[config.mk]
export PLATFORM = sky130hd
export DESIGN_NAME = sp_icache_ctrl_responder
export DESIGN_NICKNAME = d
export VERILOG_FILES = /design/src/rtl/sp_icache_ctrl_pkg.sv /design/src/rtl/sp_icache_perf_cnt.sv /design/src/rtl/sp_icache_ctrl_responder.sv
export SDC_FILE = /design/constraint.sdc
export NUM_CORES = 1
export LEC_CHECK = 0
export ABC_CLOCK_PERIOD_IN_PS = 2000
export CAP_MARGIN = 20
export CORE_UTILIZATION = 30
export CTS_CLUSTER_DIAMETER = 80
export CTS_CLUSTER_SIZE = 25
export DETAILED_ROUTE_END_ITERATION = 6
export PLACE_DENSITY_LB_ADDON = 0.12
export SETUP_SLACK_MARGIN = 0.1
export SLEW_MARGIN = 0
export SYNTH_ARGS = -nofsm -noshare
export SYNTH_HDL_FRONTEND = slang
export SYNTH_SLANG_ARGS = --single-unit
[constraint.sdc]
create_clock -name clk_i -period 2 [get_ports clk_i]
set_input_delay 0.4 -clock clk_i [delete_from_list [all_inputs] [get_ports clk_i]]
set_output_delay 0.4 -clock clk_i [all_outputs]
set_load 0.02 [all_outputs]
[src/rtl/sp_icache_ctrl_pkg.sv]
// Shared types for the icache control-bus responder: FSM states, latched operation, counter width.
package sp_icache_ctrl_pkg;

  localparam int CNT_W = 32;

  typedef enum logic [2:0] {
    ST_DISABLED,
    ST_ENABLED,
    ST_DRAIN,
    ST_FLUSH,
    ST_ACK
  } ctrl_state_e;

  typedef enum logic [1:0] {
    OP_EN,
    OP_DIS,
    OP_FLUSH
  } ctrl_op_e;

endpackage

[src/rtl/sp_icache_perf_cnt.sv]
// One wrapping 32-bit event counter; a synchronous clear wins over an increment in the same cycle.
module sp_icache_perf_cnt
  import sp_icache_ctrl_pkg::*;
(
  input  logic             clk_i,
  input  logic             rst_i,
  input  logic             clear_i,
  input  logic             enable_i,
  input  logic             event_i,
  output logic [CNT_W-1:0] count_o
);

  always_ff @(posedge clk_i or posedge rst_i) begin
    if (rst_i) begin
      count_o <= '0;
    end else if (clear_i) begin
      count_o <= '0;
    end else if (enable_i && event_i) begin
      count_o <= count_o + CNT_W'(1);
    end
  end

endmodule

[src/rtl/sp_icache_ctrl_responder.sv]
// Cache-side endpoint of the icache control bus: enable/disable/flush with 4-phase handshake.
// Perf counters are built only when ICACHE_CTRL_PERF_CNT_EN is defined; otherwise they read 0.
module sp_icache_ctrl_responder
  import sp_icache_ctrl_pkg::*;
#(
  parameter int NB_SETS     = 128,
  parameter int MAX_PENDING = 4
) (
  input  logic                       clk_i,
  input  logic                       rst_i,
  input  logic                       ctrl_req_enable_i,
  input  logic                       ctrl_req_disable_i,
  input  logic                       flush_req_i,
  output logic                       ctrl_ack_enable_o,
  output logic                       ctrl_ack_disable_o,
  output logic                       flush_ack_o,
  output logic                       ctrl_pending_trans_o,
  input  logic                       ctrl_clear_regs_i,
  input  logic                       ctrl_enable_regs_i,
  output logic [CNT_W-1:0]           ctrl_hit_count_o,
  output logic [CNT_W-1:0]           ctrl_trans_count_o,
  output logic [CNT_W-1:0]           ctrl_miss_count_o,
  input  logic                       fetch_req_i,
  input  logic                       fetch_gnt_i,
  input  logic                       hit_i,
  input  logic                       miss_i,
  input  logic                       refill_req_i,
  input  logic                       refill_rvalid_i,
  output logic                       fetch_stall_o,
  output logic                       cache_enable_o,
  output logic                       tag_clr_o,
  output logic [$clog2(NB_SETS)-1:0] tag_clr_idx_o
);

  localparam int IDX_W  = $clog2(NB_SETS);
  localparam int PEND_W = $clog2(MAX_PENDING + 1);

  ctrl_state_e       state_q, state_d;
  ctrl_op_e          op_q, op_d;
  logic              cache_en_q;
  logic [IDX_W-1:0]  idx_q;
  logic [PEND_W-1:0] pending_q;
  logic              any_req, drain_done, last_idx, op_req;

  assign any_req    = ctrl_req_enable_i | ctrl_req_disable_i | flush_req_i;
  // A refill issued in the very cycle we would leave DRAIN must still be waited for.
  assign drain_done = (pending_q == '0) && !refill_req_i;
  assign last_idx   = (idx_q == IDX_W'(NB_SETS - 1));

  always_comb begin
    op_req = ctrl_req_enable_i;
    case (op_q)
      OP_DIS:   op_req = ctrl_req_disable_i;
      OP_FLUSH: op_req = flush_req_i;
      default:  ;
    endcase
  end

  always_comb begin
    state_d = state_q;
    op_d    = op_q;
    case (state_q)
      ST_DISABLED, ST_ENABLED: begin
        if (any_req) begin
          state_d = ST_DRAIN;
          if (ctrl_req_disable_i)  op_d = OP_DIS;
          else if (flush_req_i)    op_d = OP_FLUSH;
          else                     op_d = OP_EN;
        end
      end
      ST_DRAIN: begin
        if (drain_done) state_d = (op_q == OP_FLUSH) ? ST_FLUSH : ST_ACK;
      end
      ST_FLUSH: begin
        if (last_idx) state_d = ST_ACK;
      end
      ST_ACK: begin
        if (!op_req) state_d = cache_en_q ? ST_ENABLED : ST_DISABLED;
      end
      default: state_d = ST_DISABLED;
    endcase
  end

  always_ff @(posedge clk_i or posedge rst_i) begin
    if (rst_i) begin
      state_q <= ST_DISABLED;
      op_q    <= OP_EN;
    end else begin
      state_q <= state_d;
      op_q    <= op_d;
    end
  end

  // Mode only changes once outstanding refills have drained; a flush leaves it as it was.
  always_ff @(posedge clk_i or posedge rst_i) begin
    if (rst_i) begin
      cache_en_q <= 1'b0;
    end else if (state_q == ST_DRAIN && drain_done && op_q != OP_FLUSH) begin
      cache_en_q <= (op_q == OP_EN);
    end
  end

  always_ff @(posedge clk_i or posedge rst_i) begin
    if (rst_i) begin
      idx_q <= '0;
    end else if (state_q == ST_FLUSH && !last_idx) begin
      idx_q <= idx_q + IDX_W'(1);
    end else begin
      idx_q <= '0;
    end
  end

  always_ff @(posedge clk_i or posedge rst_i) begin
    if (rst_i) begin
      pending_q <= '0;
    end else if (refill_req_i && !refill_rvalid_i) begin
      pending_q <= pending_q + PEND_W'(1);
    end else if (!refill_req_i && refill_rvalid_i) begin
      pending_q <= pending_q - PEND_W'(1);
    end
  end

  pending_no_overflow: assert property (@(posedge clk_i) disable iff (rst_i)
    !(refill_req_i && !refill_rvalid_i && pending_q == PEND_W'(MAX_PENDING)));
  pending_no_underflow: assert property (@(posedge clk_i) disable iff (rst_i)
    !(refill_rvalid_i && !refill_req_i && pending_q == '0));

  assign ctrl_ack_enable_o    = (state_q == ST_ACK) && (op_q == OP_EN);
  assign ctrl_ack_disable_o   = (state_q == ST_ACK) && (op_q == OP_DIS);
  assign flush_ack_o          = (state_q == ST_ACK) && (op_q == OP_FLUSH);
  assign ctrl_pending_trans_o = (pending_q != '0);
  assign fetch_stall_o        = (state_q == ST_DRAIN) || (state_q == ST_FLUSH) || (state_q == ST_ACK);
  assign cache_enable_o       = cache_en_q;
  assign tag_clr_o            = (state_q == ST_FLUSH);
  assign tag_clr_idx_o        = idx_q;

`ifdef ICACHE_CTRL_PERF_CNT_EN
  sp_icache_perf_cnt u_hit_cnt (
    .clk_i    (clk_i),
    .rst_i    (rst_i),
    .clear_i  (ctrl_clear_regs_i),
    .enable_i (ctrl_enable_regs_i),
    .event_i  (hit_i),
    .count_o  (ctrl_hit_count_o)
  );

  sp_icache_perf_cnt u_trans_cnt (
    .clk_i    (clk_i),
    .rst_i    (rst_i),
    .clear_i  (ctrl_clear_regs_i),
    .enable_i (ctrl_enable_regs_i),
    .event_i  (fetch_req_i & fetch_gnt_i),
    .count_o  (ctrl_trans_count_o)
  );

  sp_icache_perf_cnt u_miss_cnt (
    .clk_i    (clk_i),
    .rst_i    (rst_i),
    .clear_i  (ctrl_clear_regs_i),
    .enable_i (ctrl_enable_regs_i),
    .event_i  (miss_i),
    .count_o  (ctrl_miss_count_o)
  );
`else
  logic unused_perf_inputs;
  assign unused_perf_inputs = ^{ctrl_clear_regs_i, ctrl_enable_regs_i, fetch_req_i,
                                fetch_gnt_i, hit_i, miss_i};
  assign ctrl_hit_count_o   = '0;
  assign ctrl_trans_count_o = '0;
  assign ctrl_miss_count_o  = '0;
`endif

endmodule

==> impl_metrics.yaml <==
outcome:
  outcome: "complete, no violations"
cells_and_area:
  nNetsFinal: 240
  antenna_cells: 0
  multi_input_area_um2: 863
  num-fill-cells: 574
  layoutNonFillerInstCount: 290
  regArea_um2: 402
  area_growth_pct: 4.56
  final_layout_size_suffix_gt1_share_pct: 13.2
  final_cell_area_um2: 1720
die:
  ios: 123
  row_count: 26
  coreArea_um2: 5200
  start_util_pct: 31.6
  die_y_um: 76.1
  die_w_um: 76.1
  die_area_um2: 5780
pwr:
  power.ir.vdd_worst_mv: 0.432
  p_comb_share_pct: 53.6
  p_per_area_nw_per_um2: 1010
  pwr-share-clk_pct: 17.2
  p_leak_nw: 0.914
  switchingPower_mw: 0.740
  p_seq_share_pct: 29.2
  internal_power_mw: 0.999
  netSwitchingFraction_pct: 42.6
worst_setup_path:
  endpoint_kind: "flop"
  path_delay_family: "simple AND/OR/NAND/NOR gates"
  cp_num_buf_inv: 0
  critPathArrivalTime_ns: 2.02
  r2r_cells: 4
  critPathRequiredTime_ns: 2.14
  crit_slowest_cell: "dfrtp_1"
  r2r_end: "state_q[0]"
  slowest_delay_ns: 0.39
  path_max_fanout: 3
  worst_setup_path_start_kind: "flop"
  r2r_start: "pending_q[1]"
  rrSetupSlack_ns: 0.12
  crit_path_cell_trace: "or3_4, or2_4, a2111oi_4, mux2_1"
  critPathKind: "reg2reg"
routing:
  drcViolationCount: 0
  dr_total_vias: 969
  drt_pass1_iterations: 4
  drtAntennaViolNets: 0
  post_drt_wl_per_cell_um: 8.03
  wirelength_mm: 2.33
  drtIter0Drc: 19
  vias_per_cell: 3.34
timing:
  grt_setup_unrepaired: "yes"
  skew_ns: 0.00439
  holdWs_ns: 0.445
  fin_crit_ns: 1.88
  final.period_utilization_pct: 94.0
  setup_tns_ns: 0
  timing_hold_violations_final: 0
  finalSetupViolations: 0
  drv_slew: 0
  clock.fmax_mhz: 532
yosys:
  ys_types: 33
  synth.area.top_cells: "buf_4 (44%), dfrtp_1 (24%), ha_1 (3.8%)"
  yosys_warnings: 0
  synth.largest_area_cell: "buf_4"
  synth-seq-cells: 16
  synth_ff_type: "dfrtp_1"
  synth_top_area_share_pct: 43.8
  syn_area_um2: 1650
  async_reset_ff_share_pct: 100
  synthCells: 184
  synth_edf_count: 0
  yosysSeqAreaShare_pct: 24.3
  synth.avg_cell_area_um2: 8.94
global_route:
  antenna_found_initial: 0
  grt.total_usage_pct: 8.25
  grt_pass1_wl_mm: 3.82
  grt_remaining_overflow: 0
  grt_pass1_vias: 817
  grt_max_degree: 17
clock_network:
  cts_made_buffers: 3
  cts_tree: "done"
  clock_sinks: 16
  clk_pin_slew_ns: 0.07
  postCtsHoldBufs: 0
  cts_max_level: 1
  worstSkewPairLatency_ns: 0.25
  clk_path_buf_depth: 2
  clockRootBuffer: "clkbuf_8"
place:
  hpwl_mm: 1.87
  post-place-cells: 285
  place_area_um2: 1660
  numPortBuffers: 20
  place_congestion: 0.715
hold_path:
  holdCritPathClass: "in2async"
run:
  drv_cap: 0
==> what timing repair did <==
item,4_1_cts,5_1_grt
pin swaps,0,1
setup endpoints to repair,8,8
gates resized for setup,7,6
gates cloned,0,0
setup buffers,1,0
==> cell type report <==
type	instances	area share [%]
Clock buffer	4	3.20
Inverter	8	1.75
Multi-Input combinational cell	159	50.2
Sequential cell	16	23.3
Tap cell	70	5.09
Timing Repair Buffer	33	16.4
==> sequential cells by signal, summed over array words and instances (netlist names) <==
name            cells
cache_enable_o      1
pending_q           3
tag_clr_idx_o       7
state_q             3
op_q                2
==> how the worst max path moves through the flow <==
stage / from / to / slack [ns] / cells past startpoint
after floorplan: pending_q[0] / state_q[0] / 0.12 / 4
after global placement: ctrl_req_disable_i / state_q[0] / -0.09 / 5
after detailed placement: ctrl_req_disable_i / state_q[0] / -0.07 / 5
after CTS: state_q[0] / fetch_stall_o / 0.05 / 3
after global routing: pending_q[1] / state_q[0] / 0.06 / 4
final: pending_q[1] / state_q[0] / 0.12 / 4
==> worst reg2reg max path, delay by kind of cell (launching register included) <==
family	cells	cell delay [ns]
simple gates	2	0.64
flops	1	0.39
compound gates	1	0.38
mux	1	0.36
==> synthesized netlist by cell type (all sizes together) (2+ instances only) <==
| cell | number |
|---|---|
| a21oi | 2 |
| and2 | 4 |
| buf | 96 |
| dfrtp | 16 |
| ha | 5 |
| inv | 8 |
| mux2 | 4 |
| nand2 | 3 |
| nand2b | 2 |
| nand3 | 3 |
| nand3b | 2 |
| nor2 | 11 |
| o21ai | 3 |
| xnor2 | 4 |
| xor2 | 4 |
==> per-stage QoR <==
step           setup WS (ns)  util (%)  power [mW]
3_3_place_gp         -0.0862      31.9        1.47
3_5_place_dp         -0.0717      31.9        1.46
2_1_floorplan          0.124         -        1.30
4_1_cts               0.0484      33.0        1.76
5_1_grt               0.0629      33.1        1.89
6_report               0.120      33.1        1.74
==> metal layers <==
layer	part of all wire, %	vias up	track usage [%]
met5	0	-	0
met4	0.90	0	3.46
met3	7.7	4	1.80
met2	46	65	12.7
met1	45	430	11.1
li1	-	470	-
==> cells by family (layout without fill, tap and decap cells) <==
logic type	Yosys count	after routing	synth area share (%)
multiplexers	4	4	2.74
AND/OR/NAND/NOR	33	33	11.2
flip-flops	16	16	24.3
other	1	96	0.228
adder cells (fa/ha/maj)	6	6	5.02
XOR/XNOR	8	8	4.26
buffers and inverters	104	45	45.6
AO/OA/AOI/OAI	12	12	6.62
==> cell usage in the layout (no fill, tap or decap), drive strengths merged <==
cell,instances
conb,96
dfrtp,16
clkdlybuf4s50,14
buf,13
nor2,11
inv,8
clkbuf,6
ha,5
xnor2,4
xor2,4
and2,4
dlygate4sd2,4
mux2,4
o21ai,3
nand3,3
nand2,3
nand2b,2
nand3b,2
a21oi,2
or3,1
or2,1
nor4,1
a32o,1
nor2b,1
a22oi,1
or3b,1
a211oi,1
and3,1
a41oi,1
nor4b,1
a2111oi,1
a31o,1
a22o,1
nor3b,1
fa,1
==> power groups by stage <==
| stage | Sequential (mW) | Combinational [mW] | Clock (mW) |
|---|---|---|---|
| floorplan | 0.522 | 0.782 | 0 |
| global placement | 0.515 | 0.954 | 0 |
| detailed placement | 0.513 | 0.952 | 0 |
| CTS | 0.506 | 0.947 | 0.311 |
| global route | 0.525 | 1.04 | 0.322 |
| finish | 0.508 | 0.932 | 0.299 |
Power figures use the tool's default switching activity.
